--- config.mk ---
export PLATFORM = sky130hd
export DESIGN_NAME = rotate_right_seq
export DESIGN_NICKNAME = d
export VERILOG_FILES = /design/src/rtl/rot_pkg.sv /design/src/rtl/rotate_right_seq.sv
export SDC_FILE = /design/constraint.sdc
export NUM_CORES = 1
export LEC_CHECK = 0
export CAP_MARGIN = 20
export CORE_MARGIN = 1
export CORE_UTILIZATION = 30
export CTS_BUF_LIST = sky130_fd_sc_hd__clkbuf_4 sky130_fd_sc_hd__clkbuf_8
export CTS_CLUSTER_SIZE = 24
export DETAILED_ROUTE_END_ITERATION = 16
export HOLD_SLACK_MARGIN = 0.03
export PLACE_DENSITY = 0.69
export SLEW_MARGIN = 20
export SYNTH_ARGS = -nofsm -noshare
export SYNTH_HDL_FRONTEND = slang
export SYNTH_SLANG_ARGS = --single-unit
export TNS_END_PERCENT = 20
--- constraint.sdc ---
create_clock -name clk -period 1.2 [get_ports clk]
set_clock_uncertainty 0.15 [all_clocks]
set_input_delay 0.18 -clock clk [delete_from_list [all_inputs] [get_ports clk]]
set_output_delay 0.18 -clock clk [all_outputs]
set_load 0.02 [all_outputs]
--- src/rtl/rot_pkg.sv ---
// Shared types and constants for the sequential rotator: FSM state encoding and default width.
package rot_pkg;

   localparam int ROT_WIDTH = 8;

   typedef enum logic [1:0] {
      IDLE   = 2'd0,
      ROTATE = 2'd1,
      DONE   = 2'd2
   } rot_state_t;

endpackage

--- src/rtl/rotate_right_seq.sv ---
// Sequential rotator: one bit position per cycle, valid/ready on both channels.
// Define ROT_DIR_SEL_EN to add in_dir (0 = right, 1 = left) sampled on accept.
module rotate_right_seq
   import rot_pkg::*;
#(
   parameter int WIDTH = ROT_WIDTH
) (
   input  logic                       clk,
   input  logic                       reset,
   input  logic                       in_valid,
   output logic                       in_ready,
   input  logic [WIDTH-1:0]           in_data,
   input  logic [$clog2(WIDTH)-1:0]   in_shift,
`ifdef ROT_DIR_SEL_EN
   input  logic                       in_dir,
`endif
   output logic                       out_valid,
   input  logic                       out_ready,
   output logic [WIDTH-1:0]           out_data,
   output logic                       busy
);

   localparam int SHIFT_W = $clog2(WIDTH);

   rot_state_t          state_reg;
   logic [WIDTH-1:0]    data_reg;
   logic [SHIFT_W-1:0]  count_reg;
   logic [WIDTH-1:0]    step_data;

`ifdef ROT_DIR_SEL_EN
   logic                dir_reg;

   always_comb begin
      step_data = {data_reg[0], data_reg[WIDTH-1:1]};
      if (dir_reg) begin
         step_data = {data_reg[WIDTH-2:0], data_reg[WIDTH-1]};
      end
   end
`else
   always_comb begin
      step_data = {data_reg[0], data_reg[WIDTH-1:1]};
   end
`endif

   always_ff @(posedge clk) begin
      if (reset) begin
         state_reg <= IDLE;
         data_reg  <= '0;
         count_reg <= '0;
`ifdef ROT_DIR_SEL_EN
         dir_reg   <= 1'b0;
`endif
      end else begin
         case (state_reg)
            IDLE: begin
               if (in_valid) begin
                  data_reg  <= in_data;
                  count_reg <= in_shift;
`ifdef ROT_DIR_SEL_EN
                  dir_reg   <= in_dir;
`endif
                  state_reg <= (in_shift == '0) ? DONE : ROTATE;
               end
            end
            ROTATE: begin
               // count holds the steps still to do, including this one
               data_reg  <= step_data;
               count_reg <= count_reg - SHIFT_W'(1);
               if (count_reg == SHIFT_W'(1)) begin
                  state_reg <= DONE;
               end
            end
            DONE: begin
               if (out_ready) begin
                  state_reg <= IDLE;
               end
            end
            default: state_reg <= IDLE;
         endcase
      end
   end

   assign in_ready  = (state_reg == IDLE);
   assign out_valid = (state_reg == DONE);
   assign busy      = (state_reg != IDLE);
   assign out_data  = data_reg;

endmodule

=== Word level (Yosys, flattened, before mapping) ===
Cells that the tools add are included.

* Logic and storage cells: 25
* Input bits: 15
* Register bits after elaboration: 13

* Mux-type cells: 9
* Reductions and logical operators: 6
* Add/sub/neg operators: 1
* Eq/ne operators: 6

{| class="wikitable"
|+ Operators by type and width
! kind !! count
|-
| $pmux 8 s2 || 1
|-
| $mux 2 || 4
|-
| $mux 8 || 1
|-
| $pmux 2 s3 || 1
|-
| $pmux 3 s2 || 1
|-
| $ne 2x2->1 const B || 2
|-
| $reduce_bool 2->1 || 2
|-
| $eq 3x1->1 const B || 1
|-
| $logic_not 3->1 || 1
|-
| $mux 3 || 1
|-
| $reduce_and 3->1 || 1
|-
| $sub 3x1->3 const B || 1
|-
| $eq 2x1->1 const B || 1
|-
| $eq 2x2->1 const B || 1
|-
| $logic_not 2->1 || 1
|-
| $ne 2x1->1 const B || 1
|-
| $reduce_and 2->1 || 1
|}

=== Longest topological paths before layout ===
* Depth in word-level cells: 4
* Gate-level depth with buffers: 6
* Depth with buffers taken out: 5

=== Least setup slack after synthesis ===
No wires, ideal clock.

* Path kind: flip-flop to output port
* Start point: register state_reg[0]
* End point: output busy
* Stages on the path, launching flop included: 4
* Path slack: -0.116 ns
* Path buffers: 1
* Arrival: 0.986 ns
* Required time: 0.870 ns
* Path through: dfxtp_1 > buf_6 > nor2_1 > inv_1

* Word-level cells in the longest chain between the ends: 1

{| class="wikitable"
|+ RTL lines
! element !! RTL line !! RTL
|-
| start: declaration || rotate_right_seq.sv:25 || <nowiki>rot_state_t state_reg;</nowiki>
|-
| start signal: assignment || rotate_right_seq.sv:62 || <nowiki>state_reg <= (in_shift == '0) ? DONE : ROTATE;</nowiki>
|-
| $reduce_bool 2->1 || rotate_right_seq.sv:85 || <nowiki>assign busy = (state_reg != IDLE);</nowiki>
|-
| end: declaration || rotate_right_seq.sv:20 || <nowiki>output logic busy</nowiki>
|}

No other way between the ends.

=== Final worst setup path ===
* Start point: register state_reg[1]
* End point: output busy

The elaborated chain is that of the path after synthesis.

==> impl_metrics.json <==
{
  "dr.pass1.iters": 4,
  "critPathLaunchType": "flip-flop",
  "placementRows": 17,
  "cp.required_ns": 0.87,
  "topRoutingLayerUsed": "met4",
  "final_design_area_no_fill_sq_mm": 0.001140,
  "drive_gt1_share_pct": 41.74,
  "port-buffer-count": 25,
  "synth.yosys.seq_area_share_pct": 36.62,
  "hpwlAfterDp_microns": 1194,
  "wl_met1_microns": 786,
  "die-area_sq_mm": 0.002567,
  "floorplan.core_area_sq_mm": 0.002212,
  "yosys_register_bits": 13,
  "worst_pin_slew_ns": 0.2893,
  "r2r-start": "state_reg[0]$_SDFFE_PP0P_",
  "violations_in_the_final_reports": "negative setup slack",
  "cts.htree.levels": 1,
  "clock-sinks": 13,
  "numPlacedInstances": 135,
  "setup-violations-final": 16,
  "critical_path_arrival_ns": 0.94,
  "totalPowerFinal_mw": 1.346,
  "drcViolationCount": 0,
  "min-delay-start": "in_valid",
  "synth_area_sq_um": 710.7,
  "post_syn_nets": 93,
  "timing.fmax_mhz": 785.5,
  "rrSetupSlack_ns": -0.07,
  "number_of_global_route_vias_before_repair": 692,
  "routability_cong": 0.7243,
  "r2r_cells": 3,
  "power.density_mw_per_mm2": 1181,
  "p_clk_share_pct": 23.2,
  "ys_warn_count": 0,
  "grt_pass1_wl_microns": 2939,
  "switching_share_pct": 31.84,
  "ctsHoldBuffers": 0,
  "finish.cell_count_without_fillers": 143,
  "antennaDiodeCount": 0,
  "number_of_top_level_pins": 26,
  "timing.final.crit_share_pct": 106.1,
  "timing.slew.headroom_pct": 80.71,
  "end_kind": "primary output",
  "largest_register_ffs": 8,
  "finalCriticalPeriod_ns": 1.273,
  "slew_violations": 0,
  "start_util_pct": 32.13,
  "clock_insertion_delay_worst_skew_ns": 0.28,
  "drt-total-wl_microns": 1798,
  "grt_setup_unrepaired": "yes",
  "post_synth.cell_area_avg_sq_um": 9.351,
  "number_of_antenna_violations_at_the_first_check_in_global_routing": 0,
  "final_util_pct": 51.53,
  "postLayoutSetupSlackWorst_ns": -0.07313,
  "crit_fanout": 3,
  "clockBufferDepth": 2,
  "crit-reg2reg-capture": "state_reg[0]$_SDFFE_PP0P_",
  "groute.usage.overall_pct": 15.06,
  "placed_cell_area_sq_mm": 0.001036,
  "total_via_count_after_detailed_routing": 706,
  "total_switching_power_uw": 428.6,
  "num-nets-final": 133,
  "power.static_leakage_nw": 0.5277,
  "met3_wirelength_microns": 97,
  "criticalPathCategory": "flip-flop to primary output",
  "holdWs_ns": 0.2716,
  "grt_max_degree": 12,
  "post_drt_wl_per_cell_microns": 12.57,
  "post_synth_num_cell_types": 27,
  "floorplan.die.height_microns": 50.67,
  "worst_ir_drop_vdd_uv": 561.1,
  "whs_endpoint": "state_reg[1]$_SDFFE_PP0P_",
  "clock_tree.root_cell": "sky130_fd_sc_hd__clkbuf_4",
  "cts_tree": "yes",
  "min-delay-path-class": "input port to flip-flop",
  "power.sequential.fraction_pct": 38.8,
  "ant_nets": 0,
  "tritoncts.num_buffers": 3,
  "hold_depth": 3,
  "grt_overflow_total": 0,
  "power.internal_uw": 917.6,
  "clk_transition_reported_paths_ns": 0.09,
  "post_synth_inst_count": 76,
  "wl_met2_microns": 892,
  "mean_number_of_vias_per_cell": 4.937,
  "finalHoldViolations": 0,
  "area_growth_pct": 60.39,
  "die-width_microns": 50.67,
  "result_of_the_run": "finished, violations left",
  "combinationalPowerShare_pct": 38.1,
  "max-cap-violations": 0,
  "drt_iter0_drc": 11
}
## kinds of logic after synthesis
family | after synthesis | synth area share [%]
compound gates | 29 | 25.35
simple gates | 11 | 9.508
buf+inv | 12 | 12.32
flops | 13 | 36.62
fa+ha+maj | 2 | 3.521
mux | 9 | 12.68
## cells in the final DEF (no fill, tap or decap), types with 2 or more instances in the layout
master / instances
sky130_fd_sc_hd__clkbuf_4: 4
sky130_fd_sc_hd__inv_1: 4
sky130_fd_sc_hd__clkdlybuf4s50_1: 13
sky130_fd_sc_hd__buf_2: 8
sky130_fd_sc_hd__mux2i_1: 9
sky130_fd_sc_hd__nand2b_4: 2
sky130_fd_sc_hd__inv_2: 2
sky130_fd_sc_hd__o21ai_1: 3
sky130_fd_sc_hd__dfxtp_2: 3
sky130_fd_sc_hd__o21ai_0: 6
sky130_fd_sc_hd__dfxtp_4: 2
sky130_fd_sc_hd__nand2_1: 2
sky130_fd_sc_hd__dfxtp_1: 8
sky130_fd_sc_hd__buf_6: 3
sky130_fd_sc_hd__buf_4: 11
sky130_fd_sc_hd__a21oi_1: 12
## timing repair
action,in CTS,in global routing
setup buffers,1,0
gates resized for setup,67,5
setup endpoints to repair,23,17
cloned,3,0
pin swaps,11,5
## final cells by class
class	count	area [sq um]
Timing Repair Buffer	39	362.8
Clock buffer	4	30.03
Fill cell	219	1072
Inverter	6	22.52
Tap cell	28	35.03
Sequential cell	13	271.5
Multi-Input combinational cell	53	417.9
## worst max path at each step
stage,start,endpoint,depth (start not counted)
detailed placement,in_valid,out_data[0]$_SDFFE_PP0P_,4
global placement,in_valid,count_reg[1]$_SDFFE_PP0P_,4
finish,state_reg[1]$_SDFFE_PP0P_,busy,3
floorplan,state_reg[1]$_SDFFE_PP0P_,state_reg[1]$_SDFFE_PP0P_,4
CTS,state_reg[0]$_SDFFE_PP0P_,busy,3
global route,state_reg[0]$_SDFFE_PP0P_,state_reg[0]$_SDFFE_PP0P_,3
## synth_stat cells, drive strengths merged
| cell type | count | area (sq um) |
|---|---|---|
| a21oi | 12 | 60.06 |
| o21ai | 10 | 53.80 |
| a31oi | 1 | 6.260 |
| nor3 | 1 | 5.000 |
| nor2 | 2 | 7.510 |
| buf | 5 | 60.05 |
| clkbuf | 1 | 5.000 |
| o21a | 1 | 7.510 |
| nor2b | 1 | 6.260 |
| or3b | 1 | 8.760 |
| o221a | 1 | 11.26 |
| o311a | 1 | 10.01 |
| ha | 2 | 25.02 |
| nand2 | 2 | 7.510 |
| a211oi | 1 | 12.51 |
| nand3 | 1 | 5.000 |
| inv | 6 | 22.52 |
| nor3b | 1 | 7.510 |
| o21ba | 1 | 10.01 |
| nand2b | 2 | 20.02 |
| dfxtp | 13 | 260.3 |
| a2bb2oi | 1 | 8.760 |
| mux2i | 9 | 90.09 |
## per-stage QoR
step | setup WS (ns) | setup TNS, ns
2_1_floorplan | -0.03848 | -0.1360
3_3_place_gp | -0.3955 | -5.358
3_5_place_dp | -0.4163 | -5.632
4_1_cts | -0.08395 | -0.9323
5_1_grt | -0.1212 | -1.564
6_report | -0.07313 | -0.8625
## power by group through the flow
stage	Combinational (mW)	Sequential (mW)	Clock, mW
2_1_floorplan	0.238	0.561	0
3_3_place_gp	0.457	0.523	0
3_5_place_dp	0.468	0.522	0
4_1_cts	0.512	0.519	0.316
5_1_grt	0.552	0.529	0.338
6_report	0.512	0.522	0.312
## layer usage
layer | track usage (%) | vias to the layer above
met4 | 5.556 | 0
met3 | 2.727 | 3
met5 | 0 | -
met2 | 27.11 | 25
met1 | 17.49 | 328
li1 | - | 350
## worst max-delay path, cell delays in order, from the launching register on
cell and delay [ns]:
sky130_fd_sc_hd__dfxtp_4 0.37, sky130_fd_sc_hd__nor2_4 0.13, sky130_fd_sc_hd__inv_2 0.04, sky130_fd_sc_hd__buf_6 0.12
Note: power is estimated with default switching activity, not from simulation.
==> patch (config.mk and constraints unchanged) <==
The option `ROT_DIR_SEL_EN` is turned on by a define.
--- a/src/rtl/rotate_right_seq.sv
+++ b/src/rtl/rotate_right_seq.sv
@@ -2,2 +2,4 @@
 // Define ROT_DIR_SEL_EN to add in_dir (0 = right, 1 = left) sampled on accept.
+`define ROT_DIR_SEL_EN
+
 module rotate_right_seq
Interface: changed (added in_dir); port bits go from 26 to 27. The function was not compared with the original's and may differ.
==> patch against the unedited design <==
  * The run still ends with negative setup slack left
  * Wire length up 29%
  * Power up 14%
  * Worst setup slack worse by 0.082 ns
  * Design area up 23%
  * Clock power down 16%
  * Synthesized area up 13%
  * Sequential cell count up 1
  * Combinational power up 38%
  * Final cell count up 14%
  * Count of clock-buffer cells in the layout down 1
  * Critical path type is now flip-flop to flip-flop
  * Critical endpoint is now state_reg[0]
  * Largest cell class unchanged
  * Highest routed layer is now met3
==> patch: results <==
worst_hold_path:
  min_path_type: "input port to flip-flop"
  min_from: "in_shift[2]"
place:
  gp_congestion: 0.734
  port_buffers: 26
  dp_slack_ns: -0.355
  place_hpwl_um: 1640
clocking:
  clock_latency_ns: 0.27
  htreeDepth: 1
  numCtsBuffers: 3
  ctsLongestPathBuffers: 2
  ctsRootBufferMaster: "clkbuf_4"
  path_clk_slew_ns: 0.08
global_route:
  grt_usage_pct: 17.1
  grt_pass1_wl_um: 3440
  antenna_found_initial: 0
  grt_max_degree: 11
  grt_pass1_vias: 761
synth:
  synth-xor-area-share_pct: 0
  synthMuxAreaShare_pct: 12.4
  synth_area_per_cell_um2: 9.16
  synth_common_cells: "dfxtp_1 (14), nor2_1 (12), a221oi_1 (9), inv_1 (8), o21ai_0 (8)"
  yosysWarnings: 0
  syn_nets: 106
  synthTopCellsByArea: "dfxtp_1 (35%), a221oi_1 (9.8%), mux2_1 (8.4%)"
  synth_compound_area_share_pct: 25.5
  synth-seq-area-share_pct: 34.8
  synth_ff_type: "dfxtp_1"
  async_flop_share_pct: 0
  synth_cell_types: 27
  synth_fa_ha_area_share_pct: 3.11
setup_path:
  arrival_ns: 1.40
  worst_r2r_startpoint: "state_reg[0]"
  cp_max_fo: 7
  worstSetupPathType: "flip-flop to flip-flop"
drt:
  drt_wl_total_um: 2320
  vias: 811
  dr.pass1.iters: 4
  drt_iter0_markers: 3
cells_and_area:
  antenna_cells: 0
  largest_reg_flops: 8
  final_nets: 153
  final_layout_size_suffix_gt1_share_pct: 51.9
  fillCellCount: 239
  final-instance-count-excl-fill: 163
sta:
  fin_setup_tns_ns: -1.81
  tightest_slew_ns: 0.274
  setup_viol: 16
  timing.final.ws_setup_ns: -0.156
run_status:
  violations: "negative setup slack"
  status: "finished, violations left"
pwr:
  cellLeakagePower_nw: 0.605
  vdd_drop_max_v: 0.000690
==> patch: final timing paths <==
kind                            slack (ns)      endpoint  cells after the start
worst max-delay path                 -0.16  state_reg[0]                      5
worst min-delay path                  0.37  count_reg[2]                      3
worst max register to register       -0.16  state_reg[0]                      5
worst min register to register        0.39  count_reg[1]                      2
==> patch: cells by family (layout without fill, tap and decap cells) <==
family                   after synthesis  in the layout
buffers and inverters                 14             59
AO/OA/AOI/OAI                         27             27
multiplexers                           9              9
AND/OR/NAND/NOR                       22             22
flip-flops                            14             14
adder cells (fa/ha/maj)                2              2
==> patch: critical path: stages, from the launching register on <==
cell and delay [ns]:
dfxtp_4 0.37, buf_6 0.14, nor3b_4 0.28, buf_4 0.18, nand2b_1 0.05, a21oi_1 0.12
==> patch: final cells by class <==
class	instances	area share, %
timing repair buffer	47	30.8
sequential	14	20.8
multi-input combinational	60	41.7
clock buffer	3	1.61
inverter	9	2.42
tap	30	2.68
==> patch: what timing repair did <==
item                                    in CTS  in global routing
gates cloned                                 0                  1
setup buffers                                0                  0
resized for setup                           55                  6
pin swaps                                    4                  0
endpoints found under the setup margin      24                 16
==> patch: per-layer routing <==
metal	up-vias	routed length (um)	track usage [%]	share of wire (%)
met1	376	1060	20.4	46
met4	0	0	5.70	0
met2	25	1160	30.7	50
met3	0	101	2.54	4.4
met5	-	0	0	0
li1	410	-	-	-
==> patch: metrics by stage <==
stage / cell area (um2) / power (W) / util (%)
CTS: 1340 / 0.00150 / 53.7
finish: 1400 / 0.00153 / 56.0
global placement: 1340 / 0.00125 / 53.7
floorplan: 895 / 0.000947 / -
global route: 1400 / 0.00161 / 56.0
detailed placement: 1340 / 0.00126 / 53.7
==> patch: power breakdown <==
group	internal, W	leakage [nW]	switching, W
Clock	0.000116	0.0138	0.000145
Combinational	0.000381	0.472	0.000324
Sequential	0.000522	0.118	0.0000404
